**config.mk**
```make
export PLATFORM = sky130hd
export DESIGN_NAME = mem_bridge
export DESIGN_NICKNAME = d
export VERILOG_FILES = /design/src/rtl/mem_bridge.sv
export SDC_FILE = /design/constraint.sdc
export NUM_CORES = 1
export LEC_CHECK = 0
export ABC_AREA = 1
export BUFFER_PORTS_ARGS = -buffer_cell sky130_fd_sc_hd__buf_2
export CAP_MARGIN = 5
export CORE_MARGIN = 3
export CORE_UTILIZATION = 30
export DETAILED_ROUTE_END_ITERATION = 8
export PLACE_DENSITY = 0.67
export SLEW_MARGIN = 40
export SYNTH_ARGS = -nofsm -noshare
export SYNTH_HDL_FRONTEND = slang
export SYNTH_SLANG_ARGS = --single-unit
```
**constraint.sdc**
```tcl
create_clock -name clk -period 7.6 [get_ports clk]
set_input_delay 0.38 -clock clk [delete_from_list [all_inputs] [get_ports clk]]
set_output_delay 0.38 -clock clk [all_outputs]
set_load 0.1 [all_outputs]
```
**src/rtl/mem_bridge.sv**
```systemverilog
// mem_bridge: turns one MEM-stage load/store into a single request on a simple
// memory bus and stalls the pipeline until the access completes.
//
// FSM: IDLE -> REQ (bus request held until bus_ack) -> DONE (1 cycle) -> IDLE.
// Every FSM output is registered except stall, which is combinational so the
// pipeline freezes in the same cycle the request is accepted.
//
// Optional feature macro: MEM_TIMEOUT_EN
//   When defined, a REQ that sees no bus_ack for TIMEOUT_CYCLES cycles is
//   abandoned: the FSM enters DONE with a one-cycle bus_err pulse, and a load
//   returns 32'h0 with rdata_valid. When undefined, REQ waits forever and
//   bus_err is tied low.
//
// Ports:
//   clk, reset           clock, asynchronous active-high reset
//   req_valid/we/addr    MEM-stage access (we: 1 = store, 0 = load)
//   req_wdata/byte_en    lane-aligned store data and byte lanes
//   stall                pipeline freeze
//   rdata, rdata_valid   raw load word and load-completion pulse
//   bus_req/we/addr      bus request (addr is word aligned)
//   bus_wdata/be         bus store data and byte enables
//   bus_ack, bus_rdata   bus response
//   bus_err              timeout pulse
module mem_bridge #(
    parameter int unsigned TIMEOUT_CYCLES = 255
) (
    input  logic        clk,
    input  logic        reset,
    input  logic        req_valid,
    input  logic        req_we,
    input  logic [31:0] req_addr,
    input  logic [31:0] req_wdata,
    input  logic [3:0]  req_byte_en,
    output logic        stall,
    output logic [31:0] rdata,
    output logic        rdata_valid,
    output logic        bus_req,
    output logic        bus_we,
    output logic [31:0] bus_addr,
    output logic [31:0] bus_wdata,
    output logic [3:0]  bus_be,
    input  logic        bus_ack,
    input  logic [31:0] bus_rdata,
    output logic        bus_err
);

    typedef enum logic [1:0] {
        S_IDLE = 2'd0,
        S_REQ  = 2'd1,
        S_DONE = 2'd2
    } state_t;

    state_t state_q, state_d;

    // Registered outputs and the latched access type.
    logic        bus_req_q,     bus_req_d;
    logic        bus_we_q,      bus_we_d;
    logic [31:0] bus_addr_q,    bus_addr_d;
    logic [31:0] bus_wdata_q,   bus_wdata_d;
    logic [3:0]  bus_be_q,      bus_be_d;
    logic [31:0] rdata_q,       rdata_d;
    logic        rdata_valid_q, rdata_valid_d;
    logic        bus_err_q,     bus_err_d;
    logic        is_load_q,     is_load_d;

    // A store with no byte lanes is a no-op and never leaves IDLE.
    logic accept;
    assign accept = req_valid && !(req_we && (req_byte_en == 4'b0000));

    // Byte offset is dropped: the bus is word addressed.
    logic unused_addr_lsbs;
    assign unused_addr_lsbs = ^req_addr[1:0];

    logic timeout;

`ifdef MEM_TIMEOUT_EN
    localparam int unsigned CW = (TIMEOUT_CYCLES < 2) ? 1 : $clog2(TIMEOUT_CYCLES + 1);

    logic [CW-1:0] cnt_q;

    // Counts REQ cycles; cleared as the FSM enters REQ. The compare fires in
    // the TIMEOUT_CYCLES-th REQ cycle, so the access is abandoned after
    // exactly TIMEOUT_CYCLES cycles of waiting.
    always_ff @(posedge clk or posedge reset) begin
        if (reset) begin
            cnt_q <= '0;
        end else if (state_q == S_IDLE && accept) begin
            cnt_q <= '0;
        end else if (state_q == S_REQ) begin
            cnt_q <= cnt_q + 1'b1;
        end
    end

    // An ack in the same cycle wins, so timeout is qualified with !bus_ack.
    assign timeout = (state_q == S_REQ) && !bus_ack &&
                     (cnt_q == CW'(TIMEOUT_CYCLES - 1));
`else
    localparam int unsigned unused_timeout_cycles = TIMEOUT_CYCLES;
    assign timeout = 1'b0;
`endif

    // State register.
    always_ff @(posedge clk or posedge reset) begin
        if (reset) begin
            state_q <= S_IDLE;
        end else begin
            state_q <= state_d;
        end
    end

    // Next state. req_valid seen in DONE is the instruction just completed,
    // so DONE always returns to IDLE without looking at it.
    always_comb begin
        state_d = state_q;
        case (state_q)
            S_IDLE:  if (accept) state_d = S_REQ;
            S_REQ:   if (bus_ack || timeout) state_d = S_DONE;
            S_DONE:  state_d = S_IDLE;
            default: state_d = S_IDLE;
        endcase
    end

    // Output next-state. Bus fields are loaded on acceptance and held by
    // default, so they stay stable for the whole REQ phase.
    always_comb begin
        bus_req_d     = 1'b0;
        bus_be_d      = 4'b0000;
        bus_we_d      = bus_we_q;
        bus_addr_d    = bus_addr_q;
        bus_wdata_d   = bus_wdata_q;
        is_load_d     = is_load_q;
        rdata_d       = rdata_q;
        rdata_valid_d = 1'b0;
        bus_err_d     = 1'b0;
        case (state_q)
            S_IDLE: begin
                if (accept) begin
                    bus_req_d   = 1'b1;
                    bus_we_d    = req_we;
                    bus_addr_d  = {req_addr[31:2], 2'b00};
                    bus_wdata_d = req_wdata;
                    bus_be_d    = req_we ? req_byte_en : 4'b1111;
                    is_load_d   = !req_we;
                end
            end
            S_REQ: begin
                if (bus_ack) begin
                    if (is_load_q) begin
                        rdata_d       = bus_rdata;
                        rdata_valid_d = 1'b1;
                    end
                end else if (timeout) begin
                    bus_err_d = 1'b1;
                    if (is_load_q) begin
                        rdata_d       = 32'h0;
                        rdata_valid_d = 1'b1;
                    end
                end else begin
                    bus_req_d = 1'b1;
                    bus_be_d  = bus_be_q;
                end
            end
            default: ;
        endcase
    end

    always_ff @(posedge clk or posedge reset) begin
        if (reset) begin
            bus_req_q     <= 1'b0;
            bus_we_q      <= 1'b0;
            bus_addr_q    <= 32'h0;
            bus_wdata_q   <= 32'h0;
            bus_be_q      <= 4'b0000;
            is_load_q     <= 1'b0;
            rdata_q       <= 32'h0;
            rdata_valid_q <= 1'b0;
            bus_err_q     <= 1'b0;
        end else begin
            bus_req_q     <= bus_req_d;
            bus_we_q      <= bus_we_d;
            bus_addr_q    <= bus_addr_d;
            bus_wdata_q   <= bus_wdata_d;
            bus_be_q      <= bus_be_d;
            is_load_q     <= is_load_d;
            rdata_q       <= rdata_d;
            rdata_valid_q <= rdata_valid_d;
            bus_err_q     <= bus_err_d;
        end
    end

    assign stall       = ((state_q == S_IDLE) && accept) || (state_q == S_REQ);
    assign bus_req     = bus_req_q;
    assign bus_we      = bus_we_q;
    assign bus_addr    = bus_addr_q;
    assign bus_wdata   = bus_wdata_q;
    assign bus_be      = bus_be_q;
    assign rdata       = rdata_q;
    assign rdata_valid = rdata_valid_q;
    assign bus_err     = bus_err_q;

endmodule

```
==> metrics.txt, run 1 <==
# TYPE chip_impl_metric gauge
chip_impl_metric{name="netlist_instances",unit=""} 460
chip_impl_info{name="critPathKind",value="reg -> out"} 1
chip_impl_metric{name="drtPass1Iterations",unit=""} 4
chip_impl_info{name="setup_crit_end_kind",value="output port"} 1
chip_impl_metric{name="global_route.usage.total",unit="%"} 13.83
chip_impl_info{name="postSynth.topFlopCell",value="sky130_fd_sc_hd__dfrtp_1"} 1
chip_impl_metric{name="reg2reg_setup_slack",unit="ns"} 5.93
chip_impl_metric{name="layout_min_cycle_time",unit="ns"} 1.940
chip_impl_metric{name="grt_pass1_wl",unit="µm"} 16350
chip_impl_info{name="synth.top_cells.by_area",value="sky130_fd_sc_hd__dfrtp_1 63%, sky130_fd_sc_hd__nand2_1 22%, sky130_fd_sc_hd__nand3_1 7.9%"} 1
chip_impl_metric{name="clock-sinks",unit=""} 104
chip_impl_info{name="synth_top_family_by_area",value="simple AND/OR/NAND/NOR gates"} 1
chip_impl_metric{name="num_vias",unit=""} 3577
chip_impl_metric{name="yosys-mux-area-fraction",unit="%"} 0
chip_impl_metric{name="post_drt_via_cell_ratio",unit=""} 4.284
chip_impl_metric{name="place_hpwl",unit="µm"} 7331
chip_impl_metric{name="cts.htree.levels",unit=""} 3
chip_impl_metric{name="cts_max_path_buffers",unit=""} 2
chip_impl_metric{name="clk_transition_reported_paths",unit="ns"} 0.07
chip_impl_metric{name="maxCapViolations",unit=""} 0
chip_impl_metric{name="place.port_buffers",unit=""} 204
chip_impl_metric{name="timing.critical_path.fanout_max",unit=""} 5
chip_impl_metric{name="cts_hold_buf",unit=""} 0
chip_impl_metric{name="wl",unit="µm"} 10860
chip_impl_metric{name="cp.required",unit="ns"} 7.22
chip_impl_metric{name="synth-async-reset-ratio",unit="%"} 100.0
chip_impl_metric{name="cts_post_setup_buffers_inserted",unit=""} 0
chip_impl_info{name="synth_top_area_cell",value="sky130_fd_sc_hd__dfrtp_1"} 1
chip_impl_metric{name="fin_nets",unit=""} 758
chip_impl_info{name="rr_startpoint",value="state_q[1]"} 1
chip_impl_metric{name="top_level_ports",unit=""} 210
chip_impl_metric{name="post_cts_resize_count",unit=""} 0
chip_impl_metric{name="grt_antenna_before_repair",unit=""} 0
chip_impl_metric{name="critical_path_arrival",unit="ns"} 1.56
chip_impl_metric{name="grt_start_max_net_pins",unit=""} 67
chip_impl_metric{name="maxClockFrequency",unit="GHz"} 0.5154
chip_impl_metric{name="clock_insertion_delay_worst_skew",unit="ns"} 0.34
chip_impl_metric{name="drtAntennaViolNets",unit=""} 0
chip_impl_metric{name="finalHoldViolCount",unit=""} 0
chip_impl_info{name="crit_path_start_kind",value="register"} 1
chip_impl_metric{name="drc_markers",unit=""} 0
chip_impl_metric{name="drt-initial-drc-count",unit=""} 174
chip_impl_metric{name="critical_path.max_stage_delay",unit="ns"} 0.43
chip_impl_metric{name="area_delta_synth_final",unit="%"} 34.51
chip_impl_info{name="cts_tree",value="yes"} 1
chip_impl_metric{name="timing.setup.tns",unit="ns"} 0
chip_impl_metric{name="final_layout_size_suffix_gt1_share",unit="%"} 35.41
chip_impl_metric{name="place_congestion",unit=""} 0.7330
chip_impl_metric{name="wire_per_inst",unit="µm"} 13.01
chip_impl_metric{name="synth_enable_flop_cells",unit=""} 0
chip_impl_metric{name="dieArea",unit="µm²"} 15170
chip_impl_metric{name="timing.reg2reg.worst_path_depth",unit=""} 6
chip_impl_metric{name="setup_viol",unit=""} 0
chip_impl_info{name="holdCritPathClass",value="in -> async"} 1
chip_impl_metric{name="synth_simple_gate_area_share",unit="%"} 30.86
chip_impl_metric{name="die_w",unit="µm"} 123.2
chip_impl_metric{name="synth-compound-area-share",unit="%"} 0.6075
chip_impl_metric{name="finalCoreUtilization",unit="%"} 41.51
chip_impl_metric{name="yosys.cell_types.count",unit=""} 17
chip_impl_info{name="chain_of_cells_forming_the_critical_path",value="nor2_2 > inv_1 > nand2_1 > buf_2"} 1
chip_impl_info{name="grt_setup_unrepaired",value="false"} 1
chip_impl_metric{name="synth_seq_area_share",unit="%"} 63.18
chip_impl_metric{name="worst-slew-pin-transition",unit="ns"} 0.7086
chip_impl_metric{name="nFillCells",unit=""} 1344
chip_impl_info{name="post-synth-top-count-cell",value="sky130_fd_sc_hd__nand2_1"} 1
chip_impl_metric{name="core_area",unit="µm²"} 13350
chip_impl_metric{name="yosys_warnings",unit=""} 0
chip_impl_metric{name="grt_pass1_vias",unit=""} 3253
chip_impl_info{name="timing.critical_path.slowest_stage_cell",value="sky130_fd_sc_hd__dfrtp_1"} 1
chip_impl_metric{name="die_h",unit="µm"} 123.2
chip_impl_metric{name="synth_area_per_cell",unit="µm²"} 8.954
chip_impl_metric{name="timing.final.max_slew_violations",unit=""} 0
chip_impl_metric{name="synth_seq_cells",unit=""} 104
chip_impl_metric{name="synth-adder-area-share",unit="%"} 0
chip_impl_metric{name="layout.cell_area.non_filler",unit="µm²"} 5540
chip_impl_metric{name="grt_remaining_overflow",unit=""} 0
chip_impl_metric{name="synth-xor-area-share",unit="%"} 0
chip_impl_info{name="clockRootBuffer",value="sky130_fd_sc_hd__clkbuf_16"} 1
chip_impl_metric{name="floorplan.rows",unit=""} 42
chip_impl_info{name="yosys-top-cells-count",value="236 x sky130_fd_sc_hd__nand2_1, 104 x sky130_fd_sc_hd__dfrtp_1, 65 x sky130_fd_sc_hd__nand3_1"} 1
chip_impl_metric{name="worst_relative_slew_slack",unit="%"} 52.76
chip_impl_info{name="result_of_the_run",value="complete, no violations"} 1
chip_impl_metric{name="placement.cell_area",unit="µm²"} 5234
chip_impl_info{name="worst_r2r_endpoint",value="rdata[3]"} 1
chip_impl_metric{name="initial_utilization",unit="%"} 30.86
chip_impl_metric{name="fin_worst_skew",unit="ns"} 0.006046
chip_impl_metric{name="tritoncts.num_buffers",unit=""} 9
chip_impl_metric{name="netlist_area",unit="µm²"} 4119
chip_impl_metric{name="timing.final.crit_share",unit="%"} 25.53
chip_impl_metric{name="top_area_cell_type_share_of_the_netlist_area",unit="%"} 63.18
## how the worst max path moves through the flow
stage,startpoint,end,slack (ns),cells past startpoint
after global placement,reset,rdata[0],5.86,3
after detailed placement,reset,rdata[0],5.86,3
after floorplan,reset,bus_addr[10],4.49,1
final,state_q[1],stall,5.66,4
after CTS,state_q[1],stall,5.63,4
after global routing,state_q[1],stall,5.57,4
## critical path, delay by kind of cell (launching register included)
family	cells	cell delay, ns
buffers and inverters	2	0.54
DFF	1	0.43
and+or+nand+nor	2	0.25
## metrics by stage
step	std cells	hold WS, ns	worst slack, ns
detailed placement	817	0.4532	5.863
global placement	817	0.4500	5.863
global route	834	0.1421	5.568
floorplan	462	0.4630	4.488
CTS	833	0.1185	5.632
finish	835	0.1050	5.660
## registers in the layout, indices dropped and copies added (netlist names)
name         flops
bus_be           4
rdata           32
state_q          2
bus_addr        30
bus_req          1
bus_wdata       32
is_load_q        1
bus_we           1
rdata_valid      1
## placed cells by master (no fill, tap or decap), types with 2 or more instances in the layout
cell / instances
sky130_fd_sc_hd__nand3_2: 2
sky130_fd_sc_hd__inv_1: 5
sky130_fd_sc_hd__nand2_1: 235
sky130_fd_sc_hd__dfrtp_1: 104
sky130_fd_sc_hd__nand3_1: 64
sky130_fd_sc_hd__conb_1: 3
sky130_fd_sc_hd__inv_2: 2
sky130_fd_sc_hd__clkinvlp_4: 4
sky130_fd_sc_hd__nor2_1: 5
sky130_fd_sc_hd__o21ai_0: 4
sky130_fd_sc_hd__clkbuf_1: 2
sky130_fd_sc_hd__nand4_1: 2
sky130_fd_sc_hd__clkbuf_16: 9
sky130_fd_sc_hd__buf_4: 5
sky130_fd_sc_hd__buf_2: 204
## area by class of cell
type	instances	area, µm²	share of cell area, %
Inverter	8	32.53	0.5872
Multi-Input combinational cell	320	1320	23.83
Sequential cell	104	2603	46.97
Clock inverter	4	30.03	0.5420
Clock buffer	12	246.5	4.449
Timing Repair Buffer	210	1086	19.60
Antenna cell	1	2.502	0.04517
Tap cell	176	220.2	3.975
## cells by family (layout without fill, tap and decap cells)
kind of cell,Yosys count,count (layout)
flops,104,104
compound gates,5,5
other cells,1,4
simple gates,312,312
buf+inv,38,234
## per-layer routing
metal / wire, µm / track usage, % / vias to the layer above
li1: - / - / 1811
met5: 0 / 0 / -
met4: 60 / 4.083 / 0
met1: 4819 / 17.95 / 1641
met3: 820 / 5.261 / 7
met2: 5161 / 21.54 / 118
Power of run 1 is not shown: default switching activity piles up to over one toggle a cycle in this logic, so the estimate is an artifact.
==> run 2: changes to the inputs <==
Settings changed: ABC_AREA 1 to 0.
Clock period 7.6 ns to 1.8 ns, I/O delays scaled along.
==> metrics.txt, run 2 <==
# TYPE chip_impl_metric gauge
chip_impl_info{name="holdCritPathClass",value="in -> reg"} 1
chip_impl_info{name="failed_checks",value="setup timing"} 1
chip_impl_metric{name="synth_enable_flop_cells",unit=""} 0
chip_impl_metric{name="timing.critical_path.fanout_max",unit=""} 3
chip_impl_info{name="layout_commonest_cell",value="sky130_fd_sc_hd__buf_2"} 1
chip_impl_info{name="synth.top_cells.by_area",value="sky130_fd_sc_hd__dfrtp_1 66%, sky130_fd_sc_hd__mux2_2 16%, sky130_fd_sc_hd__mux2_1 11%"} 1
chip_impl_metric{name="finalHoldViolCount",unit=""} 0
chip_impl_metric{name="finalCoreUtilization",unit="%"} 52.22
chip_impl_metric{name="hold_path_depth",unit=""} 2
chip_impl_metric{name="worst_relative_slew_slack",unit="%"} 61.43
chip_impl_metric{name="multi_input_area",unit="µm²"} 1280
chip_impl_metric{name="initial_utilization",unit="%"} 30.97
chip_impl_metric{name="top_area_cell_type_share_of_the_netlist_area",unit="%"} 65.78
chip_impl_metric{name="timing.final.max_slew_violations",unit=""} 0
chip_impl_metric{name="clock-sinks",unit=""} 104
chip_impl_info{name="clockRootBuffer",value="sky130_fd_sc_hd__clkbuf_16"} 1
chip_impl_metric{name="die_h",unit="µm"} 120.8
chip_impl_metric{name="regArea",unit="µm²"} 2603
chip_impl_metric{name="die_w",unit="µm"} 120.8
chip_impl_info{name="most_frequent_cells_in_the_layout",value="203 x sky130_fd_sc_hd__buf_2, 104 x sky130_fd_sc_hd__dfrtp_1, 96 x sky130_fd_sc_hd__dlygate4sd3_1"} 1
chip_impl_metric{name="maxCapViolations",unit=""} 0
chip_impl_info{name="worst_hold_path.endpoint",value="is_load_q"} 1
chip_impl_metric{name="layout_min_cycle_time",unit="ns"} 1.814
chip_impl_metric{name="maxClockFrequency",unit="GHz"} 0.5514
chip_impl_metric{name="grt_remaining_overflow",unit=""} 0
chip_impl_metric{name="synth_area_per_cell",unit="µm²"} 16.55
chip_impl_metric{name="fin_nets",unit=""} 659
chip_impl_metric{name="post_drt_via_cell_ratio",unit=""} 4.310
chip_impl_metric{name="pre_cts_ws",unit="ns"} -0.006908
chip_impl_metric{name="clk_transition_reported_paths",unit="ns"} 0.07
chip_impl_metric{name="grt_start_max_net_pins",unit=""} 105
chip_impl_metric{name="nFillCells",unit=""} 1049
chip_impl_metric{name="post-route-worst-setup-slack",unit="ns"} -0.01366
chip_impl_metric{name="floorplan.rows",unit=""} 41
chip_impl_metric{name="num_antenna_cells",unit=""} 0
chip_impl_metric{name="global_route.usage.total",unit="%"} 14.35
chip_impl_metric{name="wire_per_inst",unit="µm"} 15.13
chip_impl_metric{name="netlist_area",unit="µm²"} 3956
chip_impl_metric{name="num_vias",unit=""} 3146
chip_impl_metric{name="dieArea",unit="µm²"} 14600
chip_impl_metric{name="tritoncts.num_buffers",unit=""} 9
chip_impl_metric{name="yosys.cell_types.count",unit=""} 23
chip_impl_metric{name="drt-initial-drc-count",unit=""} 98
chip_impl_info{name="synth_top_area_cell",value="sky130_fd_sc_hd__dfrtp_1"} 1
chip_impl_metric{name="place_congestion",unit=""} 0.6757
chip_impl_metric{name="final_layout_size_suffix_gt1_share",unit="%"} 53.94
chip_impl_metric{name="worst-slew-pin-transition",unit="ns"} 0.5786
chip_impl_metric{name="reg2reg_setup_slack",unit="ns"} -0.01
chip_impl_metric{name="grt_antenna_before_repair",unit=""} 0
chip_impl_metric{name="fin_worst_skew",unit="ns"} 0.004458
chip_impl_metric{name="synth-async-reset-ratio",unit="%"} 100.0
chip_impl_metric{name="place_hpwl",unit="µm"} 6822
chip_impl_metric{name="cts.htree.levels",unit=""} 3
chip_impl_metric{name="clock_insertion_delay_worst_skew",unit="ns"} 0.33
chip_impl_metric{name="stdcell_count",unit=""} 730
chip_impl_metric{name="wl",unit="µm"} 11040
chip_impl_metric{name="netlist_instances",unit=""} 239
chip_impl_metric{name="dpl.cell_count",unit=""} 608
chip_impl_info{name="critPathKind",value="reg -> out"} 1
chip_impl_info{name="timing.hold.worst.start",value="req_we"} 1
chip_impl_info{name="setup_crit_end_kind",value="output port"} 1
chip_impl_metric{name="synth_seq_cells",unit=""} 104
chip_impl_info{name="postSynth.topFlopCell",value="sky130_fd_sc_hd__dfrtp_1"} 1
chip_impl_metric{name="timing.reg2reg.worst_path_depth",unit=""} 5
chip_impl_info{name="post-synth-top-count-cell",value="sky130_fd_sc_hd__dfrtp_1"} 1
chip_impl_info{name="worst_r2r_endpoint",value="bus_addr[25]"} 1
chip_impl_metric{name="setup_viol",unit=""} 5
chip_impl_info{name="result_of_the_run",value="finished with violations"} 1
chip_impl_metric{name="grt_pass1_vias",unit=""} 3441
chip_impl_metric{name="drtPass1Iterations",unit=""} 4
chip_impl_info{name="crit_path_start_kind",value="register"} 1
chip_impl_metric{name="area_delta_synth_final",unit="%"} 68.60
chip_impl_metric{name="critical_path_arrival",unit="ns"} 1.72
chip_impl_metric{name="timing.final.crit_share",unit="%"} 100.8
chip_impl_metric{name="synth_seq_area_share",unit="%"} 65.78
chip_impl_info{name="yosys-top-cells-count",value="104 x sky130_fd_sc_hd__dfrtp_1, 55 x sky130_fd_sc_hd__mux2_2, 39 x sky130_fd_sc_hd__mux2_1"} 1
chip_impl_metric{name="drc_markers",unit=""} 0
chip_impl_info{name="cts_tree",value="yes"} 1
chip_impl_metric{name="cp.required",unit="ns"} 1.71
chip_impl_info{name="grt_setup_unrepaired",value="true"} 1
chip_impl_metric{name="core_area",unit="µm²"} 12770
chip_impl_metric{name="top_level_ports",unit=""} 210
chip_impl_metric{name="yosys_warnings",unit=""} 0
chip_impl_metric{name="place.port_buffers",unit=""} 204
chip_impl_metric{name="grt_pass1_wl",unit="µm"} 16620
chip_impl_info{name="rr_startpoint",value="state_q[0]"} 1
chip_impl_metric{name="drtAntennaViolNets",unit=""} 0
chip_impl_metric{name="cts_max_path_buffers",unit=""} 2
run 2: cell types whose count changed in the layout (fill, tap and decap cells not counted), sizes merged, moves of 5 or more:
cell | previous run | this run
o21ai | 5 | 0
nand3 | 66 | 1
nand2b | 0 | 5
buf | 210 | 216
dlygate4sd3 | 0 | 96
nand2 | 236 | 0
nor2 | 7 | 2
mux2 | 0 | 94
inv | 8 | 2
run 2: worst max-delay path, stage by stage, from the launching register on:
cell	delay, ns
sky130_fd_sc_hd__dfrtp_1	0.38
sky130_fd_sc_hd__or3b_4	0.42
sky130_fd_sc_hd__a21oi_4	0.17
sky130_fd_sc_hd__buf_12	0.12
sky130_fd_sc_hd__nand2b_4	0.12
sky130_fd_sc_hd__buf_12	0.17
run 2: cells by family after synthesis:
family	share of synthesized area, %
other cells	0.09479
simple gates	2.498
mux	27.01
compound gates	1.582
flops	65.78
buf+inv	3.036
run 2: metrics by stage:
stage	TNS [ns]	hold slack, ns	cell area (µm²)
after floorplan	0	0.1985	3970
after global placement	0	0.2866	5197
after detailed placement	-0.006908	0.3067	5197
after CTS	-0.6364	-0.02433	6548
after global routing	-1.202	0.04344	6670
final	-0.04077	0.04420	6670
run 2: final cells by class:
| cell class | instances | share of cell area, % |
|---|---|---|
| Multi-Input combinational cell | 121 | 19.19 |
| Clock buffer | 12 | 3.845 |
| Tap cell | 172 | 3.226 |
| Sequential cell | 104 | 39.02 |
| Timing Repair Buffer | 315 | 33.52 |
| Clock inverter | 3 | 0.9754 |
| Inverter | 3 | 0.2251 |
run 2: how the worst max path moves through the flow:
stage / end / cells past startpoint / startpoint / slack [ns]
global route: stall / 5 / state_q[0] / -0.07
floorplan: stall / 5 / state_q[0] / 0.008
global placement: bus_addr[17] / 4 / state_q[0] / 0.05
finish: stall / 5 / state_q[0] / -0.01
CTS: bus_addr[27] / 5 / state_q[1] / -0.04
detailed placement: bus_wdata[26] / 4 / state_q[0] / -0.007
run 2: per-layer routing:
| layer | vias to the layer above | track usage, % | wire length (µm) |
|---|---|---|---|
| li1 | 1457 | - | - |
| met1 | 1547 | 15.77 | 4359 |
| met2 | 120 | 25.60 | 5735 |
| met3 | 22 | 4.116 | 692 |
| met4 | 0 | 6.303 | 257 |
| met5 | - | 0 | 0 |
run 2: repair_timing:
item | CTS | global route
hold buffers | 95 | 1
pin swaps | 1 | 1
endpoints found under the hold margin | 199 | 1
cloned | 1 | 3
gates resized for setup | 2 | 8
endpoints found under the setup margin | 2 | 47
buffers inserted | 6 | 1
Power of run 2 is left out for the same reason.
